<file path="src/rtl/rr_mux_pkg.sv">
// Shared constants and types for the round-robin mux arbiter.
// Latency: n/a (declarations only).
// Backpressure: n/a.
package rr_mux_pkg;

    localparam int N_REQ = 4;
    localparam int SEL_W = 2;

    // Select encodings shared by the arbiter and the word mux
    localparam logic [SEL_W-1:0] SEL_A = 2'b00;
    localparam logic [SEL_W-1:0] SEL_B = 2'b01;
    localparam logic [SEL_W-1:0] SEL_C = 2'b10;
    localparam logic [SEL_W-1:0] SEL_D = 2'b11;

    // Output slot occupancy
    typedef enum logic {
        SLOT_EMPTY = 1'b0,
        SLOT_FULL  = 1'b1
    } slot_state_t;

    // First set request bit scanning last+1, last+2, ... (mod N_REQ).
    // Returns last when no request is set; callers gate on |req anyway.
    function automatic logic [SEL_W-1:0] rr_pick(input logic [N_REQ-1:0] req,
                                                 input logic [SEL_W-1:0] last);
        logic [SEL_W-1:0] idx;
        logic             found;
        rr_pick = last;
        found   = 1'b0;
        for (int k = 1; k <= N_REQ; k++) begin
            idx = last + SEL_W'(k);
            if (!found && req[idx]) begin
                rr_pick = idx;
                found   = 1'b1;
            end
        end
    endfunction

endpackage

</file>
<file path="src/rtl/mux4_w.sv">
// Combinational 4:1 word mux, select encoding from rr_mux_pkg.
// Latency: 0 cycles (pure combinational).
// Backpressure: none; follows sel directly.
module mux4_w
    import rr_mux_pkg::*;
#(
    parameter int WIDTH = 8
) (
    input  logic [SEL_W-1:0] sel,
    input  logic [WIDTH-1:0] in_a,
    input  logic [WIDTH-1:0] in_b,
    input  logic [WIDTH-1:0] in_c,
    input  logic [WIDTH-1:0] in_d,
    output logic [WIDTH-1:0] y
);

    // Route the selected requester word to the output
    always_comb begin
        y = in_a;
        case (sel)
            SEL_A:   y = in_a;
            SEL_B:   y = in_b;
            SEL_C:   y = in_c;
            SEL_D:   y = in_d;
            default: y = in_a;
        endcase
    end

endmodule

</file>
<file path="src/rtl/rr_mux_arbiter.sv">
// Round-robin arbiter over four requesters feeding one registered output slot.
// Latency: 1 cycle from gnt to y_valid; one word per cycle when y_ready=1.
// Backpressure: a full slot with y_ready=0 blocks all grants; y_data holds.
module rr_mux_arbiter
    import rr_mux_pkg::*;
#(
    parameter int WIDTH = 8
) (
    input  logic             clk,
    input  logic             rst,
    input  logic [N_REQ-1:0] req,
    input  logic [WIDTH-1:0] in_a,
    input  logic [WIDTH-1:0] in_b,
    input  logic [WIDTH-1:0] in_c,
    input  logic [WIDTH-1:0] in_d,
    output logic [N_REQ-1:0] gnt,
    input  logic             y_ready,
    output logic             y_valid,
    output logic [WIDTH-1:0] y_data,
    output logic [SEL_W-1:0] sel
);

    slot_state_t      state;
    slot_state_t      state_nxt;
    logic [SEL_W-1:0] last;
    logic [SEL_W-1:0] winner;
    logic [WIDTH-1:0] mux_y;
    logic             load;

    assign y_valid = (state == SLOT_FULL);

    // Slot can take a word when empty or being drained this cycle; reset blocks it
    assign load   = (|req) && (!y_valid || y_ready) && !rst;
    assign winner = rr_pick(req, last);
    assign gnt    = load ? (N_REQ'(1) << winner) : '0;

    mux4_w #(
        .WIDTH (WIDTH)
    ) u_mux (
        .sel  (winner),
        .in_a (in_a),
        .in_b (in_b),
        .in_c (in_c),
        .in_d (in_d),
        .y    (mux_y)
    );

    // Slot occupancy next-state: fill on load, drain when read without refill
    always_comb begin
        state_nxt = state;
        case (state)
            SLOT_EMPTY: if (load) state_nxt = SLOT_FULL;
            SLOT_FULL:  if (y_ready && !load) state_nxt = SLOT_EMPTY;
            default:    state_nxt = SLOT_EMPTY;
        endcase
    end

    // Slot occupancy register
    always_ff @(posedge clk) begin
        if (rst) begin
            state <= SLOT_EMPTY;
        end else begin
            state <= state_nxt;
        end
    end

    // Capture the winning word and advance the round-robin pointer
    always_ff @(posedge clk) begin
        if (rst) begin
            y_data <= '0;
            sel    <= SEL_A;
            last   <= SEL_D;
        end else if (load) begin
            y_data <= mux_y;
            sel    <= winner;
            last   <= winner;
        end
    end

endmodule

</file>
<file path="config.mk">
export PLATFORM = sky130hd
export DESIGN_NAME = rr_mux_arbiter
export DESIGN_NICKNAME = d
export VERILOG_FILES = /design/src/rtl/rr_mux_pkg.sv /design/src/rtl/mux4_w.sv /design/src/rtl/rr_mux_arbiter.sv
export SDC_FILE = /design/constraint.sdc
export NUM_CORES = 1
export LEC_CHECK = 0
export ABC_AREA = 1
export CAP_MARGIN = 20
export CELL_PAD_IN_SITES_DETAIL_PLACEMENT = 0
export CELL_PAD_IN_SITES_GLOBAL_PLACEMENT = 2
export CORE_ASPECT_RATIO = 0.5
export CORE_MARGIN = 2
export CORE_UTILIZATION = 21
export CTS_CLUSTER_DIAMETER = 200
export DETAILED_ROUTE_END_ITERATION = 6
export GPL_ROUTABILITY_DRIVEN = 0
export PLACE_DENSITY = 0.85
export SYNTH_ARGS = -nofsm -noshare
export SYNTH_HDL_FRONTEND = slang
export SYNTH_SLANG_ARGS = --single-unit
</file>
<file path="constraint.sdc">
create_clock -name clk -period 4.3 [get_ports clk]
set_input_delay 0.86 -clock clk [delete_from_list [all_inputs] [get_ports clk]]
set_output_delay 0.86 -clock clk [all_outputs]
set_load 0.005 [all_outputs]
</file>
==> Word level (Yosys, flattened, before mapping) <==
Index checks and enable logic that the tools add are counted.
Widths: inputs -> output; s select.
{ "word_totals": {"ff_bits": 13, "in_bits": 39, "output_inout_bits": 15} }
{ "classes": {"addsub": 3, "magnitude_cmp": 4, "n_eq_ne": 3, "n_shift": 1, "n_mux": 20, "n_bitwise": 1, "n_reduce_logical": 15} }
{ "ops": {"columns": ["op", "count"], "rows": [
  ["$pmux 8 s4", 1],
  ["$lt 2x3->1 const B", 4],
  ["$mux 1", 9],
  ["$bmux 1 s2", 4],
  ["$mux 2", 4],
  ["$logic_and 1x1->1", 6],
  ["$logic_not 1->1", 6],
  ["$add 2x2->2 const B", 2],
  ["$eq 2x2->1 const B", 2],
  ["$mux 4", 1],
  ["$reduce_or 4->1", 1],
  ["$shl 1x2->4 const A", 1],
  ["$add 2x1->2 const B", 1],
  ["$eq 2x1->1 const B", 1],
  ["$logic_not 2->1", 1],
  ["$pmux 1 s2", 1],
  ["$logic_or 1x1->1", 1],
  ["$not 1->1", 1]
]} }

==> Depth between registers and ports, before layout <==
Gate-level depths: netlist (run 1).
{ "depth": {"depth_word": 15, "depth_mapped": 16} }

==> Modules after synthesis <==
From an unflattened synthesis (run 1), not the netlist that was laid out.
{ "unflattened": {"cells_unflattened": 150, "area_unflattened_um2": 1007.2} }
{ "modules_own_cells": {"columns": ["module", "instances", "cells_each", "area_each_um2"], "rows": [
  ["rr_mux_arbiter", 1, 103, 743.2],
  ["mux4_w", 1, 47, 264.0]
]} }

==> Worst setup path after synthesis (run 1) <==
No wires, ideal clock.
{ "synth_path": {"kind": "input port to output port", "startpoint": "input port req[2]", "endpoint": "output port gnt[3]", "t_arrival_ns": 1.805, "setup_slack_ns": 1.635, "path_stages": 10, "path_buffers": 1, "cell_sequence": "nand2_1 nand2_4 nand2_4 nand2_4 nor2_4 nand3_2 nand2_4 buf_4 nand2_1 nor2_1"} }
{ "synth_between": {"elab_chain_cells": 14, "word_cells_on_any_way": 26, "classes_between": "1 x shift; 16 x mux; 9 x reduce/logical"} }
{ "synth_rtl": {"columns": ["item", "line_no", "source"], "rows": [
  ["from (decl)", "rr_mux_arbiter.sv:11", "input logic [N_REQ-1:0] req,"],
  ["$bmux 1 s2", "rr_mux_pkg.sv:31", "if (!found && req[idx]) begin"],
  ["$mux 1 (not written as such)", "rr_mux_pkg.sv:31", null],
  ["$mux 1", "rr_mux_pkg.sv:31", null],
  ["$logic_not 1->1", "rr_mux_pkg.sv:31", null],
  ["$logic_and 1x1->1", "rr_mux_pkg.sv:31", null],
  ["$mux 1", "rr_mux_pkg.sv:31", null],
  ["$logic_not 1->1", "rr_mux_pkg.sv:31", null],
  ["$logic_and 1x1->1", "rr_mux_pkg.sv:31", null],
  ["$mux 1", "rr_mux_pkg.sv:31", null],
  ["$logic_not 1->1", "rr_mux_pkg.sv:31", null],
  ["$logic_and 1x1->1", "rr_mux_pkg.sv:31", null],
  ["$mux 2", "rr_mux_pkg.sv:31", null],
  ["$shl 1x2->4", "rr_mux_arbiter.sv:35", "assign gnt = load ? (N_REQ'(1) << winner) : '0;"],
  ["$mux 4 (*)", "rr_mux_arbiter.sv:35", null],
  ["to (decl)", "rr_mux_arbiter.sv:16", "output logic [N_REQ-1:0] gnt,"]
]} }
Mark *: on every way between the ends. The rest lies on a longest branch, timed or not. The select of a mux whose other input is x is not followed.

==> Final worst setup path (run 1) <==
{ "layout_path": {"startpoint": "input port req[0]", "endpoint": "output port gnt[3]"} }
Same word-level chain as after synthesis.

==> results of run 1 <==
==> metrics by stage <==
step           power (mW)  instances  setup WS (ps)  hold WS, ps  area (µm²)
3_5_place_dp        0.798        291            519          464        1700
3_3_place_gp        0.791        291            541          458        1700
5_1_grt             0.986        295            390          486        1740
4_1_cts             0.912        295            515          472        1740
2_1_floorplan       0.642        174           1640          462        1130
6_report            0.898        295            534          469        1740
==> power groups by stage <==
stage / clock network (mW) / logic (mW) / registers (mW)
finish: 0.113 / 0.604 / 0.181
global route: 0.123 / 0.677 / 0.185
CTS: 0.116 / 0.614 / 0.182
detailed placement: 0 / 0.614 / 0.183
global placement: 0 / 0.607 / 0.184
floorplan: 0 / 0.471 / 0.171
==> area by class of cell <==
cell class,instances,area [µm²],share of cell area (%)
multi-input combinational,132,711,40.8
timing repair buffer,56,553,31.7
sequential,13,260,14.9
tap,70,87.6,5.03
inverter,20,85.1,4.88
clock buffer,3,41.3,2.37
clock inverter,1,5.00,0.287
==> routing by layer <==
layer / global-route usage (%) / share of wire (%) / vias to the layer above
met4: 4.40 / 1.3 / 0
met2: 20.3 / 46 / 33
met5: 0 / 0 / -
met1: 14.9 / 48 / 547
met3: 2.34 / 4.4 / 5
li1: - / - / 667
==> how the worst max path moves through the flow <==
stage / from / to / cells past startpoint
2_1_floorplan: req[2] / gnt[3] / 10
3_3_place_gp: req[0] / gnt[3] / 12
3_5_place_dp: req[0] / gnt[3] / 12
4_1_cts: req[0] / gnt[3] / 12
5_1_grt: req[0] / gnt[3] / 12
6_report: req[0] / gnt[3] / 12
==> cells in the mapped netlist <==
| cell type | count |
|---|---|
| nand2_4 | 7 |
| nor3_1 | 2 |
| nand3_2 | 3 |
| buf_4 | 2 |
| inv_4 | 2 |
| inv_2 | 2 |
| nor2_1 | 5 |
| inv_1 | 15 |
| nand4_1 | 1 |
| a21oi_2 | 7 |
| nand3_1 | 28 |
| dfxtp_1 | 13 |
| nand2_2 | 10 |
| nor2_2 | 1 |
| o21bai_1 | 1 |
| inv_6 | 1 |
| o21ai_1 | 7 |
| clkbuf_1 | 3 |
| o21ai_0 | 2 |
| nor4_1 | 1 |
| nor2_4 | 1 |
| buf_6 | 4 |
| nand2_1 | 43 |
| a21oi_1 | 13 |
==> state kept, by name (all words and copies together) (netlist names) <==
name     count
sel          2
last         2
y_valid      1
y_data       8
==> critical path: stages <==
cell and delay (ps):
clkdlybuf4s50_1 550, nand2_1 90, nand2_2 120, nand2_4 70, nand2_4 80, nand2_1 50
nand2_1 70, nand2_2 70, nand2_4 160, nand2_1 150, nor2_1 140, clkdlybuf4s50_1 500
==> logic make-up (layout without fill, tap and decap cells) <==
family	Yosys count	count (layout)	share of synthesized area (%)
AO/OA/AOI/OAI	30	30	15.9
buffers and inverters	29	80	13.9
flip-flops	13	13	23.1
AND/OR/NAND/NOR	102	102	47.2
==> results.sh, run 1 <==
export IMPL_critPathMaxFanout=14
export IMPL_cts_resized=0
export IMPL_ys_ff_latch=13
export IMPL_pwr_share_comb_pct=67.3
export IMPL_drcViolationCount=0
export IMPL_grt_max_degree=21
export IMPL_vias_per_cell=4.24
export IMPL_ys_seq_area_share_pct=23.1
export IMPL_timing_rr_start="last[0]$_SDFFE_PP1P_"
export IMPL_ys_warn_count=0
export IMPL_reg2reg_slack_ps=2030
export IMPL_rows=18
export IMPL_holdPathEnd="sel[1]$_SDFFE_PP0P_"
export IMPL_setup_viol=0
export IMPL_clock_skew_ps=3.81
export IMPL_worstPathRequired_ps=3440
export IMPL_outcome="completed"
export IMPL_clk_latency_ps=250
export IMPL_hp_class="reg2reg"
export IMPL_dieArea_um2=6010
export IMPL_final_antenna_net_count=0
export IMPL_dieHeight_um=55.8
export IMPL_seqPwrFrac_pct=20.2
export IMPL_final_cell_mix="clkdlybuf4s50_1, nand2_1, nand3_1"
export IMPL_end_kind="output port"
export IMPL_power_leakage_nw=0.736
export IMPL_io_pins=54
export IMPL_cts_tree="built"
export IMPL_hold_path_startpoint="sel[1]$_SDFFE_PP0P_"
export IMPL_rsz0062_at_grt="no"
export IMPL_clockBufferDepth=2
export IMPL_hpwl_mm=2.64
export IMPL_period_needed_ps=3770
export IMPL_syn_nets=213
export IMPL_drive_gt1_share_pct=18.2
export IMPL_powerDensity_nw_per_um2=515
export IMPL_ys_types=24
export IMPL_start_kind="input pin"
export IMPL_port_buffers=53
export IMPL_yosysTopAreaCell="dfxtp_1"
export IMPL_setup_tns_ps=0
export IMPL_final_common_cell="clkdlybuf4s50_1"
export IMPL_grt_antenna_before_repair=0
export IMPL_avgRoutedWirePerCell_um=11.4
export IMPL_ctsHoldBuffers=0
export IMPL_synth_area_um2=1130
export IMPL_crit_arrival_ps=2910
export IMPL_power_internal_mw=0.465
export IMPL_wirelength_mm=3.36
export IMPL_min_period_over_period_pct=87.6
export IMPL_irDropWorstVdd_mv=0.148
export IMPL_synthTopCellsByArea="dfxtp_1, nand2_1, nand3_1, nand2_4, a21oi_1"
export IMPL_hold_viol=0
export IMPL_areaGrowthSynthToFinish_pct=54.6
export IMPL_slew_headroom_pct=69.3
export IMPL_vias=1252
export IMPL_avgSynthCellArea_um2=6.48
export IMPL_antennaDiodeCount=0
export IMPL_worstSetupPathType="in2out"
export IMPL_synthCells=174
export IMPL_dieWidth_um=108
export IMPL_clockRootBuffer="clkbuf_8"
export IMPL_synth_top_area_share_pct=23.1
export IMPL_drt_iter0_markers=45
export IMPL_initial_core_util_pct=22.3
export IMPL_sw_frac_of_total_pct=48.3
export IMPL_grt_total_usage_pct=11.9
export IMPL_clkSlewWorstSetupHoldPaths_ps=60
export IMPL_power_frac_clock_pct=12.6
export IMPL_post_cts_buffers=0
export IMPL_clock_sinks=13
export IMPL_overflow=0
export IMPL_fin_nets=265
export IMPL_grt_pass1_wl_mm=5.71
export IMPL_core_um2=5040
export IMPL_fmax_ghz=0.266
export IMPL_ff2ff_path_depth=12
export IMPL_tightest_slew_ps=461
export IMPL_final_util_pct=34.5
export IMPL_slew_violations=0
export IMPL_crit_reg2reg_capture="y_data[7]$_SDFFE_PP0P_"
export IMPL_fill_cells=555
export IMPL_grt_pass1_vias=1257
export IMPL_hold_depth=2
export IMPL_switching_power_mw=0.433
export IMPL_maxCapViolCount=0
export IMPL_drt_pass1_iter_count=4
export IMPL_htree_levels=1
export IMPL_numCtsBuffers=3
(Power assumes the default switching activity.)
==> inputs of run 2 (changes only) <==
Settings changed: REMOVE_ABC_BUFFERS from default to 1, SLEW_MARGIN from default to 10.
Clock period 4.3 ns to 4.7 ns, I/O delays scaled along.
==> run 2 against run 1 <==
  * Sequential power decreased by 8%
  * Largest power group unchanged
  * Count of clock-buffer cells in the layout stayed put
  * Routed wire length decreased by 0.27%
  * Worst hold slack got worse by 5.7 ps
  * Via count up 0.16%
  * Register-to-register slack improved by 340 ps
  * Global-route usage decreased by 0.15 points
  * Critical path depth unchanged
  * Combinational power down 8.3%
  * Highest routed layer unchanged
  * Clock skew fell by 1.1 ps
  * Die area unchanged
  * Critical path type unchanged
==> results.sh, run 2 (synthesized netlist as in run 1, its figures left out) <==
export IMPL_wirelength_mm=3.35
export IMPL_rows=18
export IMPL_largest_reg_flops=8
export IMPL_final_util_pct=34.5
export IMPL_post_cts_buffers=0
export IMPL_critPathMaxFanout=14
export IMPL_grt_max_degree=21
export IMPL_largestRegisters="y_data x8, last x2, sel x2"
export IMPL_top_usage_layer="met2"
export IMPL_dieArea_um2=6010
export IMPL_clock_skew_ps=2.66
export IMPL_drt_pass1_iter_count=4
export IMPL_irDropWorstVdd_mv=0.135
export IMPL_grt_pass1_vias=1211
export IMPL_numCtsBuffers=3
export IMPL_slew_headroom_pct=69.7
export IMPL_antennaDiodeCount=0
export IMPL_end_kind="output port"
export IMPL_hpwl_mm=2.62
export IMPL_power_frac_clock_pct=12.6
export IMPL_seqPwrFrac_pct=20.2
export IMPL_drt_iter0_markers=57
export IMPL_grt_total_usage_pct=11.8
export IMPL_final_cell_mix="clkdlybuf4s50_1, nand2_1, nand3_1"
export IMPL_maxCapViolCount=0
export IMPL_worstSetupPathType="in2out"
export IMPL_start_kind="input pin"
export IMPL_vias_per_cell=4.25
export IMPL_tightest_slew_ps=454
export IMPL_final_antenna_net_count=0
export IMPL_final_cells=295
export IMPL_largest_register="y_data"
export IMPL_powerDensity_nw_per_um2=473
export IMPL_power_internal_mw=0.425
export IMPL_final_common_cell="clkdlybuf4s50_1"
export IMPL_min_period_over_period_pct=83.3
export IMPL_setup_tns_ps=0
export IMPL_grt_antenna_before_repair=0
export IMPL_overflow=0
export IMPL_dieHeight_um=55.8
export IMPL_port_buffers=53
export IMPL_use_met1_pct=16.0
export IMPL_vias=1254
export IMPL_clk_latency_ps=250
export IMPL_cts_tree="built"
export IMPL_outcome="completed"
export IMPL_switching_power_mw=0.399
export IMPL_fmax_ghz=0.255
export IMPL_period_needed_ps=3920
export IMPL_io_pins=54
export IMPL_fin_nets=265
export IMPL_placed_area_um2=1700
export IMPL_drive_gt1_share_pct=18.2
export IMPL_worstPathRequired_ps=3760
export IMPL_clockRootBuffer="clkbuf_8"
export IMPL_avgRoutedWirePerCell_um=11.4
export IMPL_use_met2_pct=19.0
export IMPL_final_cell_area_um2=1740
export IMPL_htree_levels=1
export IMPL_finalPower_mw=0.824
export IMPL_pwr_share_comb_pct=67.2
export IMPL_initial_core_util_pct=22.3
export IMPL_clock_sinks=13
export IMPL_clkSlewWorstSetupHoldPaths_ps=60
export IMPL_areaGrowthSynthToFinish_pct=54.6
export IMPL_fin_ws_ps=785
export IMPL_grt_use_met3_pct=3.04
export IMPL_pre_cts_slack_ps=765
export IMPL_setup_viol=0
export IMPL_crit_arrival_ps=2980
export IMPL_rsz0062_at_grt="no"
export IMPL_hold_viol=0
export IMPL_cts_resized=0
export IMPL_dieWidth_um=108
export IMPL_dp_cells=291
export IMPL_grt_pass1_wl_mm=5.72
export IMPL_power_leakage_nw=0.736
export IMPL_ctsHoldBuffers=0
export IMPL_hp_class="reg2reg"
export IMPL_drcViolationCount=0
export IMPL_sw_frac_of_total_pct=48.4
export IMPL_clockBufferDepth=2
export IMPL_core_um2=5040
export IMPL_hold_ws_ps=463
export IMPL_slew_violations=0
run 2: layer usage:
| layer | vias up | routed length, µm |
|---|---|---|
| li1 | 663 | - |
| met1 | 564 | 1610 |
| met2 | 25 | 1580 |
| met3 | 2 | 143 |
| met4 | 0 | 18 |
| met5 | - | 0 |
run 2: path summary, 6_finish.rpt:
kind / startpoint / end / slack (ps) / depth (start not counted)
worst max-delay path: req[0] / gnt[3] / 780 / 12
worst min-delay path: y_data[6]$_SDFFE_PP0P_ / y_data[6]$_SDFFE_PP0P_ / 460 / 2
worst max register to register: last[0]$_SDFFE_PP1P_ / y_data[4]$_SDFFE_PP0P_ / 2370 / 12
worst min register to register: y_data[6]$_SDFFE_PP0P_ / y_data[6]$_SDFFE_PP0P_ / 460 / 2
run 2: critical path, cell delays in order:
cell             delay, ps
clkdlybuf4s50_1        540
nand2_1                 80
nand2_2                120
nand2_4                 70
nand2_4                 80
nand2_1                 50
nand2_1                 60
nand2_2                 70
nand2_4                170
nand2_1                140
nor2_1                 140
clkdlybuf4s50_1        510
run 2: area by class of cell:
cell class              count  area [µm²]
clock inverters             1        5.00
repair buffers             56         553
flip-flops and latches     13         260
inverters                  20        85.1
fillers                   556        3300
multi-input cells         132         711
clock buffers               3        41.3
well taps                  70        87.6
run 2: power by group through the flow:
stage               sequential (mW)  combinational [mW]  clock, mW
floorplan                     0.165               0.363          0
global placement              0.168               0.556          0
detailed placement            0.168               0.562          0
CTS                           0.167               0.565      0.108
global route                  0.171               0.625      0.114
finish                        0.166               0.554      0.104
